### src/rtl/keypad_scan.sv
// 4x4 active-low matrix keypad scanner: rotates one low column, assembles a
// 16-bit frame (bit = 4*column + row), debounces whole frames and holds a one-hot key code.
module keypad_scan #(
   parameter logic [15:0] SCAN_DIV   = 16'd50000,
   parameter int unsigned DEBOUNCE_N = 4
) (
   input  logic        clk,
   input  logic        rst,
   input  logic [3:0]  row_n,
   output logic [3:0]  col_n,
   output logic [15:0] onehot,
   output logic        key_pressed,
   output logic        key_event
);

   localparam logic [15:0] DWELL_LAST = SCAN_DIV - 16'd1;
   localparam logic [3:0]  STABLE_MAX = 4'(DEBOUNCE_N);
   localparam logic [3:0]  STABLE_ARM = 4'(DEBOUNCE_N - 1);

   logic [3:0]  row_meta_q, row_meta_d;
   logic [3:0]  row_sync_q, row_sync_d;
   logic [15:0] dwell_q, dwell_d;
   logic [1:0]  col_idx_q, col_idx_d;
   logic [3:0]  col_n_q, col_n_d;
   logic [15:0] frame_q, frame_d;
   logic [15:0] prev_q, prev_d;
   logic [3:0]  stable_q, stable_d;
   logic [15:0] onehot_q, onehot_d;
   logic        key_pressed_q, key_pressed_d;
   logic        key_event_q, key_event_d;

   logic        sample;
   logic        frame_done;
   logic        frame_same;
   logic        single_key;
   logic [3:0]  rows_pressed;
   logic [3:0]  frame_nib [4];

   assign rows_pressed = ~row_sync_q;
   assign sample       = (dwell_q == DWELL_LAST);
   assign frame_done   = sample && (col_idx_q == 2'd3);

   // Only the nibble of the column being sampled is overwritten; the rest is kept.
   generate
      for (genvar gi = 0; gi < 4; gi++) begin : g_nib
         assign frame_nib[gi] = (sample && (col_idx_q == 2'(gi)))
                                ? rows_pressed
                                : frame_q[4*gi +: 4];
      end
   endgenerate

   assign frame_same = (frame_d == prev_q);
   assign single_key = (frame_d != 16'h0) && ((frame_d & (frame_d - 16'h1)) == 16'h0);

   always_comb begin
      row_meta_d    = row_n;
      row_sync_d    = row_meta_q;
      dwell_d       = dwell_q + 16'd1;
      col_idx_d     = col_idx_q;
      col_n_d       = col_n_q;
      frame_d       = {frame_nib[3], frame_nib[2], frame_nib[1], frame_nib[0]};
      prev_d        = prev_q;
      stable_d      = stable_q;
      onehot_d      = onehot_q;
      key_event_d   = 1'b0;

      if (sample) begin
         dwell_d   = 16'd0;
         col_idx_d = col_idx_q + 2'd1;
         col_n_d   = {col_n_q[2:0], col_n_q[3]};
      end

      if (frame_done) begin
         prev_d = frame_d;
         if (frame_same) begin
            stable_d = (stable_q == STABLE_MAX) ? STABLE_MAX : stable_q + 4'd1;
            // Update only on the arming transition, never while already saturated.
            if (stable_q == STABLE_ARM) begin
               onehot_d    = single_key ? frame_d : 16'h0;
               key_event_d = single_key && (frame_d != onehot_q);
            end
         end else begin
            stable_d = 4'd0;
         end
      end

      key_pressed_d = (onehot_d != 16'h0);
   end

   always_ff @(posedge clk) begin
      if (rst) begin
         row_meta_q    <= 4'b1111;
         row_sync_q    <= 4'b1111;
         dwell_q       <= 16'd0;
         col_idx_q     <= 2'd0;
         col_n_q       <= 4'b1110;
         frame_q       <= 16'h0;
         prev_q        <= 16'h0;
         stable_q      <= 4'd0;
         onehot_q      <= 16'h0;
         key_pressed_q <= 1'b0;
         key_event_q   <= 1'b0;
      end else begin
         row_meta_q    <= row_meta_d;
         row_sync_q    <= row_sync_d;
         dwell_q       <= dwell_d;
         col_idx_q     <= col_idx_d;
         col_n_q       <= col_n_d;
         frame_q       <= frame_d;
         prev_q        <= prev_d;
         stable_q      <= stable_d;
         onehot_q      <= onehot_d;
         key_pressed_q <= key_pressed_d;
         key_event_q   <= key_event_d;
      end
   end

   assign col_n       = col_n_q;
   assign onehot      = onehot_q;
   assign key_pressed = key_pressed_q;
   assign key_event   = key_event_q;

endmodule

### config.mk
export PLATFORM = sky130hd
export DESIGN_NAME = keypad_scan
export DESIGN_NICKNAME = d
export VERILOG_FILES = /design/src/rtl/keypad_scan.sv
export SDC_FILE = /design/constraint.sdc
export NUM_CORES = 1
export LEC_CHECK = 0
export CAP_MARGIN = 0
export CORE_ASPECT_RATIO = 0.7
export CORE_MARGIN = 2
export CORE_UTILIZATION = 26
export CTS_CLUSTER_DIAMETER = 200
export CTS_CLUSTER_SIZE = 12
export DETAILED_ROUTE_END_ITERATION = 8
export GPL_TIMING_DRIVEN = 0
export PLACE_DENSITY = 0.38
export SKIP_CTS_REPAIR_TIMING = 1
export SLEW_MARGIN = 15
export SYNTH_ARGS = -nofsm -noshare
export SYNTH_HDL_FRONTEND = slang
export SYNTH_SLANG_ARGS = --single-unit
### constraint.sdc
create_clock -name clk -period 8.65 [get_ports clk]
set_input_delay 1.73 -clock clk [delete_from_list [all_inputs] [get_ports clk]]
set_output_delay 1.73 -clock clk [all_outputs]
set_load 0.02 [all_outputs]
# Yosys cells after proc, flatten, opt, wreduce, memory -nomap -nowiden
# Cells that the tools add are included.
# W data, S select, Z words.
# totals
elab_cells	50
in_bits	6
output_inout_bits	22
ff_bits	84
# op_classes
n_eq_ne	8
bitwise	5
mux	10
reduce_logical	12
n_addsub	4
# op_table
operator	count
$mux W16	4
$reduce_bool A16 Y1	2
$mux W4	6
$add A16 B1 Y16 const B	1
$and A16 B16 Y16	1
$eq A16 B16 Y1	1
$eq A16 B16 Y1 const B	1
$logic_not A16 Y1	1
$ne A16 B16 Y1	1
$sub A16 B1 Y16 const B	1
$logic_and A1 B1 Y1	6
$add A4 B1 Y4 const B	1
$eq A2 B2 Y1 const B	2
$eq A4 B2 Y1 const B	1
$eq A4 B3 Y1 const B	1
$not A4 Y4	1
$reduce_or A4 Y1	1
$not A1 Y1	3
$add A2 B1 Y2 const B	1
$eq A2 B1 Y1 const B	1
$logic_not A2 Y1	1
$reduce_or A2 Y1	1

# Longest topological paths before layout
# Gate-level depths: netlist of the first run.
# depth
ltp_word	12
ltp_mapped	15
depth_no_buf	11

# Worst setup path after synthesis of the first run
# OpenSTA, ideal clock, no wires.
# synth_path
path_type	reg-to-reg
startpoint	reg dwell_q[0]
endpoint	reg onehot_q[3], in the netlist onehot[3]
setup_ns	0.128
setup_slack_ns	5.543
path_stages_with_launch	14
n_path_buf	3
arrival_ns	2.979
t_required_ns	8.522
synth_period_minus_slack_ns	3.107
path_cell_list	dfxtp_1 > ha_1 > and3_1 > clkbuf_1 > and4_1 > buf_2 > nand2_1 > mux2i_1 > or4_1 > or3_4 > nor4_4 > nor2_2 > buf_6 > o2bb2ai_2
# synth_via
elab_chain_len	11
word_cells_on_any_way	19
cone_classes	1 x add/sub; 2 x eq/ne; 8 x mux; 1 x bitwise; 7 x reduce/logical
# synth_rtl
element	line	rtl
start: declaration	22	logic [15:0] dwell_q, dwell_d;
start signal: assignment	106	dwell_q <= dwell_d;
$eq A16 B16 Y1 (*)	40	assign sample = (dwell_q == DWELL_LAST);
$logic_and A1 B1 Y1, on equally long branches	46, 41	
$mux W4	47	? rows_pressed
$sub A16 B1 Y16	53	assign single_key = (frame_d != 16'h0) && ((frame_d & (frame_d - 16'h1)) == 16'h0);
$and A16 B16 Y16	53	
$logic_not A16 Y1	53	
$logic_and A1 B1 Y1	53	
$mux W16	79	onehot_d = single_key ? frame_d : 16'h0;
$mux W16	78	if (stable_q == STABLE_ARM) begin
$mux W16	75	if (frame_same) begin
$mux W16 (*)	73	if (frame_done) begin
end signal: assignment	112	onehot_q <= onehot_d;
end: declaration	28	logic [15:0] onehot_q, onehot_d;
# Every way passes the cells marked *; elsewhere a longest branch is shown, timed or not.
# A chain may end at the register's enable or synchronous reset.

# Worst setup path in the final report of the first run
# layout_path
startpoint	reg dwell_q[10]
endpoint	reg onehot_q[6], in the netlist onehot[6]
# Same word-level chain as after synthesis.

==> results of run 1 <==
power by group:
part           internal (mW)  switching [mW]  leakage (nW)
clock                  0.326           0.164         0.182
combinational        0.00758          0.0184          1.09
sequential             0.390         0.00158         0.679
synth_stat cells, types with 7 or more instances:
cell type	instances	area (sq um)
buf_2	7	35.0
ha_1	7	87.6
nand2_1	31	116
a21oi_1	23	115
mux2i_1	10	100
nand3_1	14	70.1
a211oi_1	16	120
xor2_1	16	140
dfxtp_1	84	1680
inv_1	18	67.6
or2_2	8	50.1
nor4_1	12	75.1
nand2b_1	11	68.8
o21ai_0	10	50.1
nor3_1	9	45.0
xnor2_1	25	219
nand4_1	10	62.6
o2bb2ai_2	10	150
nor2_1	73	274
clkbuf_1	14	52.6
final timing paths:
kind | startpoint | endpoint | slack (ns) | cells after the start
max | dwell_q[10]$_SDFF_PP0_ | onehot[6]$_SDFF_PP0_ | 4.64 | 10
max reg2reg | dwell_q[10]$_SDFF_PP0_ | onehot[6]$_SDFF_PP0_ | 4.64 | 10
min | row_meta_q[2]$_SDFF_PP1_ | row_sync_q[2]$_SDFF_PP1_ | 0.41 | 1
min reg2reg | row_meta_q[2]$_SDFF_PP1_ | row_sync_q[2]$_SDFF_PP1_ | 0.41 | 1
per-stage QoR:
step | instances | hold slack (ns) | utilization
after floorplan | 493 | 0.389 | -
after global placement | 744 | 0.396 | 0.299
after detailed placement | 744 | 0.396 | 0.299
after CTS | 759 | 0.411 | 0.322
after global routing | 759 | 0.429 | 0.322
final | 759 | 0.410 | 0.322
area by class of cell:
class	instances	area [sq um]	share of cell area
clock buffers	11	253	0.0479
repair buffers	26	260	0.0493
plain buffers	25	125	0.0237
flip-flops and latches	84	1680	0.318
inverters	18	67.6	0.0128
well taps	225	282	0.0533
multi-input cells	366	2490	0.472
clock inverters	4	120	0.0227
sequential cells by signal (all words and copies together) (netlist names):
name,cells
dwell_q,16
frame_q,16
onehot,16
prev_q,16
col_n,4
row_meta_q,4
row_sync_q,4
stable_q,4
col_idx_q,2
key_event,1
key_pressed,1
logic make-up (layout without fill, tap and decap cells):
kind of cell | Yosys count | in the layout | synth area share
AND/OR/NAND/NOR | 205 | 205 | 0.259
AO/OA/AOI/OAI | 101 | 101 | 0.181
buffers and inverters | 43 | 84 | 0.0441
flip-flops | 84 | 84 | 0.385
XOR/XNOR | 41 | 41 | 0.0823
adder cells (fa/ha/maj) | 8 | 8 | 0.0224
multiplexers | 11 | 11 | 0.0261
worst reg2reg max path: stages, from the launching register on:
cell and delay [ns]:
dfxtp_1 0.36, nor4b_4 0.59, nand4_2 0.36, mux2i_1 0.69
o22ai_1 0.20, nand2_1 0.09, o21ai_0 0.12, nor4_1 0.86
nand4bb_4 0.27, buf_6 0.25, o2bb2ai_2 0.15
per-layer routing:
metal / GRT usage / share of wire
met3: 0.0362 / 0.060
met4: 0.0448 / 0.011
met2: 0.210 / 0.38
met1: 0.247 / 0.55
met5: 0 / 0
==> qor.csv, run 1 <==
stage,metric,value,unit
timing,clk_skew,0.00554,ns
logic_synthesis,Post-Syn Nets,506,
routing,DR vias,3629,
global_routing,largest net degree at the start of global routing,14,
critical_path,crit path buf inv count,1,
clock_network,"Reg clk slew, reported paths",0.06,ns
logic_synthesis,post-synthesis cell type count,66,
routing,Vias per Instance,4.78,
timing,RSZ-0062 raised after global routing,false,
clock_network,CTS Sinks,84,
timing,endpoints failing setup,0,
finish,"Design Area, Final",5280,sq um
floorplan,die area,17900,sq um
critical_path,critical path data required time,8.93,ns
place,Detail Placement HPWL,10.0,mm
finish,# diodes,0,
timing,Worst Tran Pin Value,1.02,ns
finish,synth-to-layout area growth,21.0,%
logic_synthesis,register bit count reported by yosys,84,
logic_synthesis,Synth Instances,493,
place,Setup WS pre-CTS,4.61,ns
clock_network,maximum root-to-sink buffer count,2,
routing,DRC Markers,0,
critical_path,top cell family by delay on the critical path,simple AND/OR/NAND/NOR gates,
clock_network,Num CTS Buffers,9,
routing,routed wire length,13.4,mm
place,Post-DP Area,4910,sq um
power_and_ir_drop,Leak Pwr,1.95,nW
critical_path,CP Cell Sequence,nor4b_4 -> nand4_2 -> mux2i_1 -> o22ai_1 -> nand2_1 -> o21ai_0 -> nor4_1 -> nand4bb_4 -> buf_6 -> o2bb2ai_2,
run,Max-Cap Viols,0,
routing,First-pass DRT Iterations,4,
critical_path,Max stage delay on crit path,0.85,ns
critical_path,CP Launch Type,flop,
clock_network,CTS H-tree depth,3,
floorplan,core box area,16400,sq um
logic_synthesis,register area share after synthesis,0.385,
critical_path,critical-path maximum fanout,10,
clock_network,Clock Latency Late Sink,0.35,ns
timing,relative slew slack,0.313,
global_routing,vias in the first global route,3536,
timing,fin. max-slew vios,0,
finish,nets,543,
run_status,status,"finished, final reports clean",
global_routing,all-layer global routing usage,0.158,
floorplan,Initial Util,0.266,
timing,worst setup margin,4.64,ns
finish,layout cell share with drive strength beyond 1,0.112,
timing,setup TNS,0,ns
finish,Fill cells,1789,
routing,initial detailed-routing violation count,162,
timing,Final Cycle Share,0.464,
place,port bufs,26,
critical_path,slowest cell on the critical path,nor4_1,
critical_path,critical path class,flop to flop,
routing,Avg WL per Cell,17.6,um
timing,Final Hold Vio Count,0,
global_routing,first-pass GRT wire length,21.4,mm
hold_path,worst hold path type,flop to flop,
critical_path,Critical Path Sink Type,flop,
finish,"commonest cells after routing, fill and taps aside","dfxtp_1, nor2_1, nand2_1",
place,RD Place Congestion,0.838,
routing,ANT nets after route,0,
power_and_ir_drop,peak supply drop,0.0000794,V
floorplan,Chip Height,112,um
logic_synthesis,Yosys Warn Count,0,
floorplan,# IOs,28,
global_routing,initial antenna violation count,0,
floorplan,chip width,159,um
timing,Final min period,4.01,ns
logic_synthesis,asr flop ratio synth,0,
logic_synthesis,syn avg cell area,8.85,sq um
logic_synthesis,"Cell Area, Synth",4370,sq um
finish,"most common cell after layout, fill and taps aside",dfxtp_1,
clock_network,Root Buffer,clkbuf_16,
logic_synthesis,Synth Flop Type,dfxtp_1,
power_and_ir_drop,overall power,0.907,mW
power_and_ir_drop,pwr dens,172,nW/um^2
clock_network,CTS tree,built,
critical_path,worst path arrival time,4.29,ns
floorplan,row cnt,39,
timing,fmax,249,MHz
global_routing,gr ovfl total,0,
logic_synthesis,"EDFF count, synth",0,
(Power assumes the default switching activity.)
==> inputs of run 2 (changes only) <==
--- a/config.mk
+++ b/config.mk
@@ -13,7 +13,7 @@
 export CTS_CLUSTER_SIZE = 12
 export DETAILED_ROUTE_END_ITERATION = 8
 export GPL_TIMING_DRIVEN = 0
-export PLACE_DENSITY = 0.38
+export PLACE_DENSITY = 0.4
 export SKIP_CTS_REPAIR_TIMING = 1
 export SLEW_MARGIN = 15
 export SYNTH_ARGS = -nofsm -noshare
==> constraint.sdc (replaced) <==
create_clock -name clk -period 3.5 [get_ports clk]
set_input_delay 0.7 -clock clk [delete_from_list [all_inputs] [get_ports clk]]
set_output_delay 0.7 -clock clk [all_outputs]
set_load 0.02 [all_outputs]
==> qor.csv, run 2 (same netlist as run 1, synthesis figures left out) <==
stage,metric,value,unit,change
run_status,status,"finished, final reports clean",,
clock_network,"Reg clk slew, reported paths",0.07,ns,about the same
critical_path,Crit. Startpoint,dwell_q[6]$_SDFF_PP0_,,
timing,worst setup margin,0.0890,ns,-4.55 ns
floorplan,Chip Height,112,um,unchanged
routing,met3 WL,725,um,-10%
timing,Worst Tran Pin Value,0.876,ns,-0.144 ns
clock_network,Root Buffer,clkbuf_16,,
hold_path,worst hold path type,flop to flop,,
run,Max-Cap Viols,0,,unchanged
timing,Final min period,3.41,ns,-0.601 ns
routing,met2 WL,5.12,mm,-0.12%
global_routing,initial antenna violation count,0,,unchanged
routing,met1 WL,7.49,mm,+2.7%
power_and_ir_drop,overall power,2.20,mW,+140%
critical_path,r2r endpoint,onehot[1]$_SDFF_PP0_,,
routing,DR top layer,met4,,
global_routing,largest net degree at the start of global routing,14,,unchanged
place,port bufs,26,,unchanged
critical_path,crit path to,onehot[1]$_SDFF_PP0_,,
timing,Final Cycle Share,0.975,,+0.511
clock_network,CTS H-tree depth,3,,unchanged
critical_path,critical-path maximum fanout,8,,-2
finish,layout cell share with drive strength beyond 1,0.203,,+0.0909
routing,First-pass DRT Iterations,4,,unchanged
routing,initial detailed-routing violation count,258,,+59%
routing,Vias per Instance,4.83,,+1.1%
critical_path,Critical Path Sink Type,flop,,
power_and_ir_drop,pwr dens,388,nW/um^2,+130%
global_routing,gr ovfl total,0,,unchanged
floorplan,# IOs,28,,unchanged
finish,# diodes,0,,unchanged
global_routing,first-pass GRT wire length,20.6,mm,-3.8%
place,Setup WS pre-CTS,-0.365,ns,-4.98 ns
clock_network,maximum root-to-sink buffer count,2,,unchanged
finish,"most common cell after layout, fill and taps aside",dfxtp_1,,
timing,fmax,293,MHz,+18%
floorplan,row cnt,39,,unchanged
finish,synth-to-layout area growth,30.0,%,
floorplan,core box area,16400,sq um,unchanged
critical_path,critical path class,flop to flop,,
timing,Final Hold Vio Count,0,,unchanged
critical_path,CP Launch Type,flop,,
floorplan,Initial Util,0.266,,unchanged
timing,relative slew slack,0.416,,+0.102
critical_path,worst path arrival time,3.64,ns,-0.65 ns
routing,DRC Markers,0,,unchanged
floorplan,chip width,159,um,unchanged
clock_network,Clock Latency Late Sink,0.35,ns,about the same
critical_path,critical path data required time,3.73,ns,-5.20 ns
critical_path,Worst R2R Setup Slack,0.09,ns,-4.55 ns
finish,Fill cells,1731,,-3.2%
critical_path,Worst R2R Path Depth,12,,+2
finish,final core occ,0.346,,+0.0242
clock_network,Num CTS Buffers,9,,unchanged
finish,Layout Cells excl Fill,781,,+2.9%
clock_network,CTS Sinks,84,,unchanged
place,dpl cells,744,,unchanged
finish,"commonest cells after routing, fill and taps aside","dfxtp_1, nor2_1, nand2_1",,
power_and_ir_drop,Leak Pwr,2.06,nW,+5.4%
place,Detail Placement HPWL,9.70,mm,-3.2%
routing,DR vias,3776,,+4.1%
floorplan,die area,17900,sq um,unchanged
timing,clk_skew,0.00772,ns,+0.00218 ns
global_routing,all-layer global routing usage,0.151,,-0.00616
clock_network,CTS tree,built,,
timing,fin. max-slew vios,0,,unchanged
timing,endpoints failing setup,0,,unchanged
routing,ANT nets after route,0,,unchanged
critical_path,reg2reg start,dwell_q[6]$_SDFF_PP0_,,
place,RD Place Congestion,0.855,,+1.9%
routing,routed wire length,13.5,mm,+0.84%
finish,nets,565,,+4.1%
power_and_ir_drop,peak supply drop,0.000247,V,+210%
global_routing,vias in the first global route,3468,,-1.9%
routing,Avg WL per Cell,17.3,um,-2.0%
run 2: cell count changes in the layout (fill, tap and decap cells not counted), moves of 3 or more:
| cell | before | now |
|---|---|---|
| clkbuf_1 | 14 | 10 |
| mux2i_1 | 10 | 5 |
| buf_4 | 0 | 24 |
| ha_1 | 7 | 4 |
| dfxtp_1 | 84 | 76 |
| ha_4 | 0 | 3 |
| dfxtp_2 | 0 | 7 |
| mux2i_4 | 0 | 3 |
| clkbuf_2 | 0 | 3 |
run 2: report_power, final:
group          switching, mW  internal, mW
clock                  0.394         0.765
sequential           0.00474         0.963
combinational         0.0493        0.0254
run 2: how the worst min path moves through the flow:
stage / endpoint / start / cells past startpoint
2_1_floorplan: row_sync_q[0]$_SDFF_PP1_ / row_meta_q[0]$_SDFF_PP1_ / 1
3_3_place_gp: row_sync_q[0]$_SDFF_PP1_ / row_meta_q[0]$_SDFF_PP1_ / 1
3_5_place_dp: row_sync_q[0]$_SDFF_PP1_ / row_meta_q[0]$_SDFF_PP1_ / 1
4_1_cts: row_sync_q[1]$_SDFF_PP1_ / row_meta_q[1]$_SDFF_PP1_ / 1
5_1_grt: row_sync_q[1]$_SDFF_PP1_ / row_meta_q[1]$_SDFF_PP1_ / 1
6_report: row_sync_q[1]$_SDFF_PP1_ / row_meta_q[1]$_SDFF_PP1_ / 1
run 2: stage by stage:
| step | hold WS [ns] | setup TNS (ns) | area, sq um |
|---|---|---|---|
| floorplan | 0.389 | 0 | 4370 |
| global placement | 0.397 | -6.07 | 4910 |
| detailed placement | 0.399 | -5.44 | 4910 |
| CTS | 0.415 | -6.01 | 5260 |
| global route | 0.428 | -0.256 | 5680 |
| finish | 0.412 | 0 | 5680 |
run 2: cell type report:
type                       instances  area [sq um]  area share
timing repair buffer              50           462      0.0813
sequential                        84          1690       0.298
inverter                          18          67.6      0.0119
buffer                            23           139      0.0245
clock buffer                      10           229      0.0403
clock inverter                     5           125      0.0220
multi-input combinational        366          2680       0.472
tap                              225           282      0.0496
run 2: per-layer routing:
metal,up-vias,track usage
met5,-,0
met4,0,0.0430
met3,10,0.0403
met2,81,0.196
met1,1807,0.239
li1,1878,-
run 2: critical path, cell delays in order (launching register included):
cell and delay [ns]:
dfxtp_2 0.38, nor4bb_4 0.30, buf_4 0.19, nand4_4 0.19
a2111oi_4 0.35, a21oi_1 0.10, or4_4 0.57, or3_4 0.38
nor4_4 0.25, buf_4 0.18, nor2_4 0.07, clkbuf_16 0.23
o2bb2ai_2 0.11
==> inputs of run 3 (changes only) <==
--- a/config.mk
+++ b/config.mk
@@ -5,7 +5,7 @@
 export SDC_FILE = /design/constraint.sdc
 export NUM_CORES = 1
 export LEC_CHECK = 0
-export CAP_MARGIN = 0
+export CAP_MARGIN = 20
 export CORE_ASPECT_RATIO = 0.7
 export CORE_MARGIN = 2
 export CORE_UTILIZATION = 26
==> results of run 3 <==
The final DEF is identical to that of run 2; final timing and power are the same.
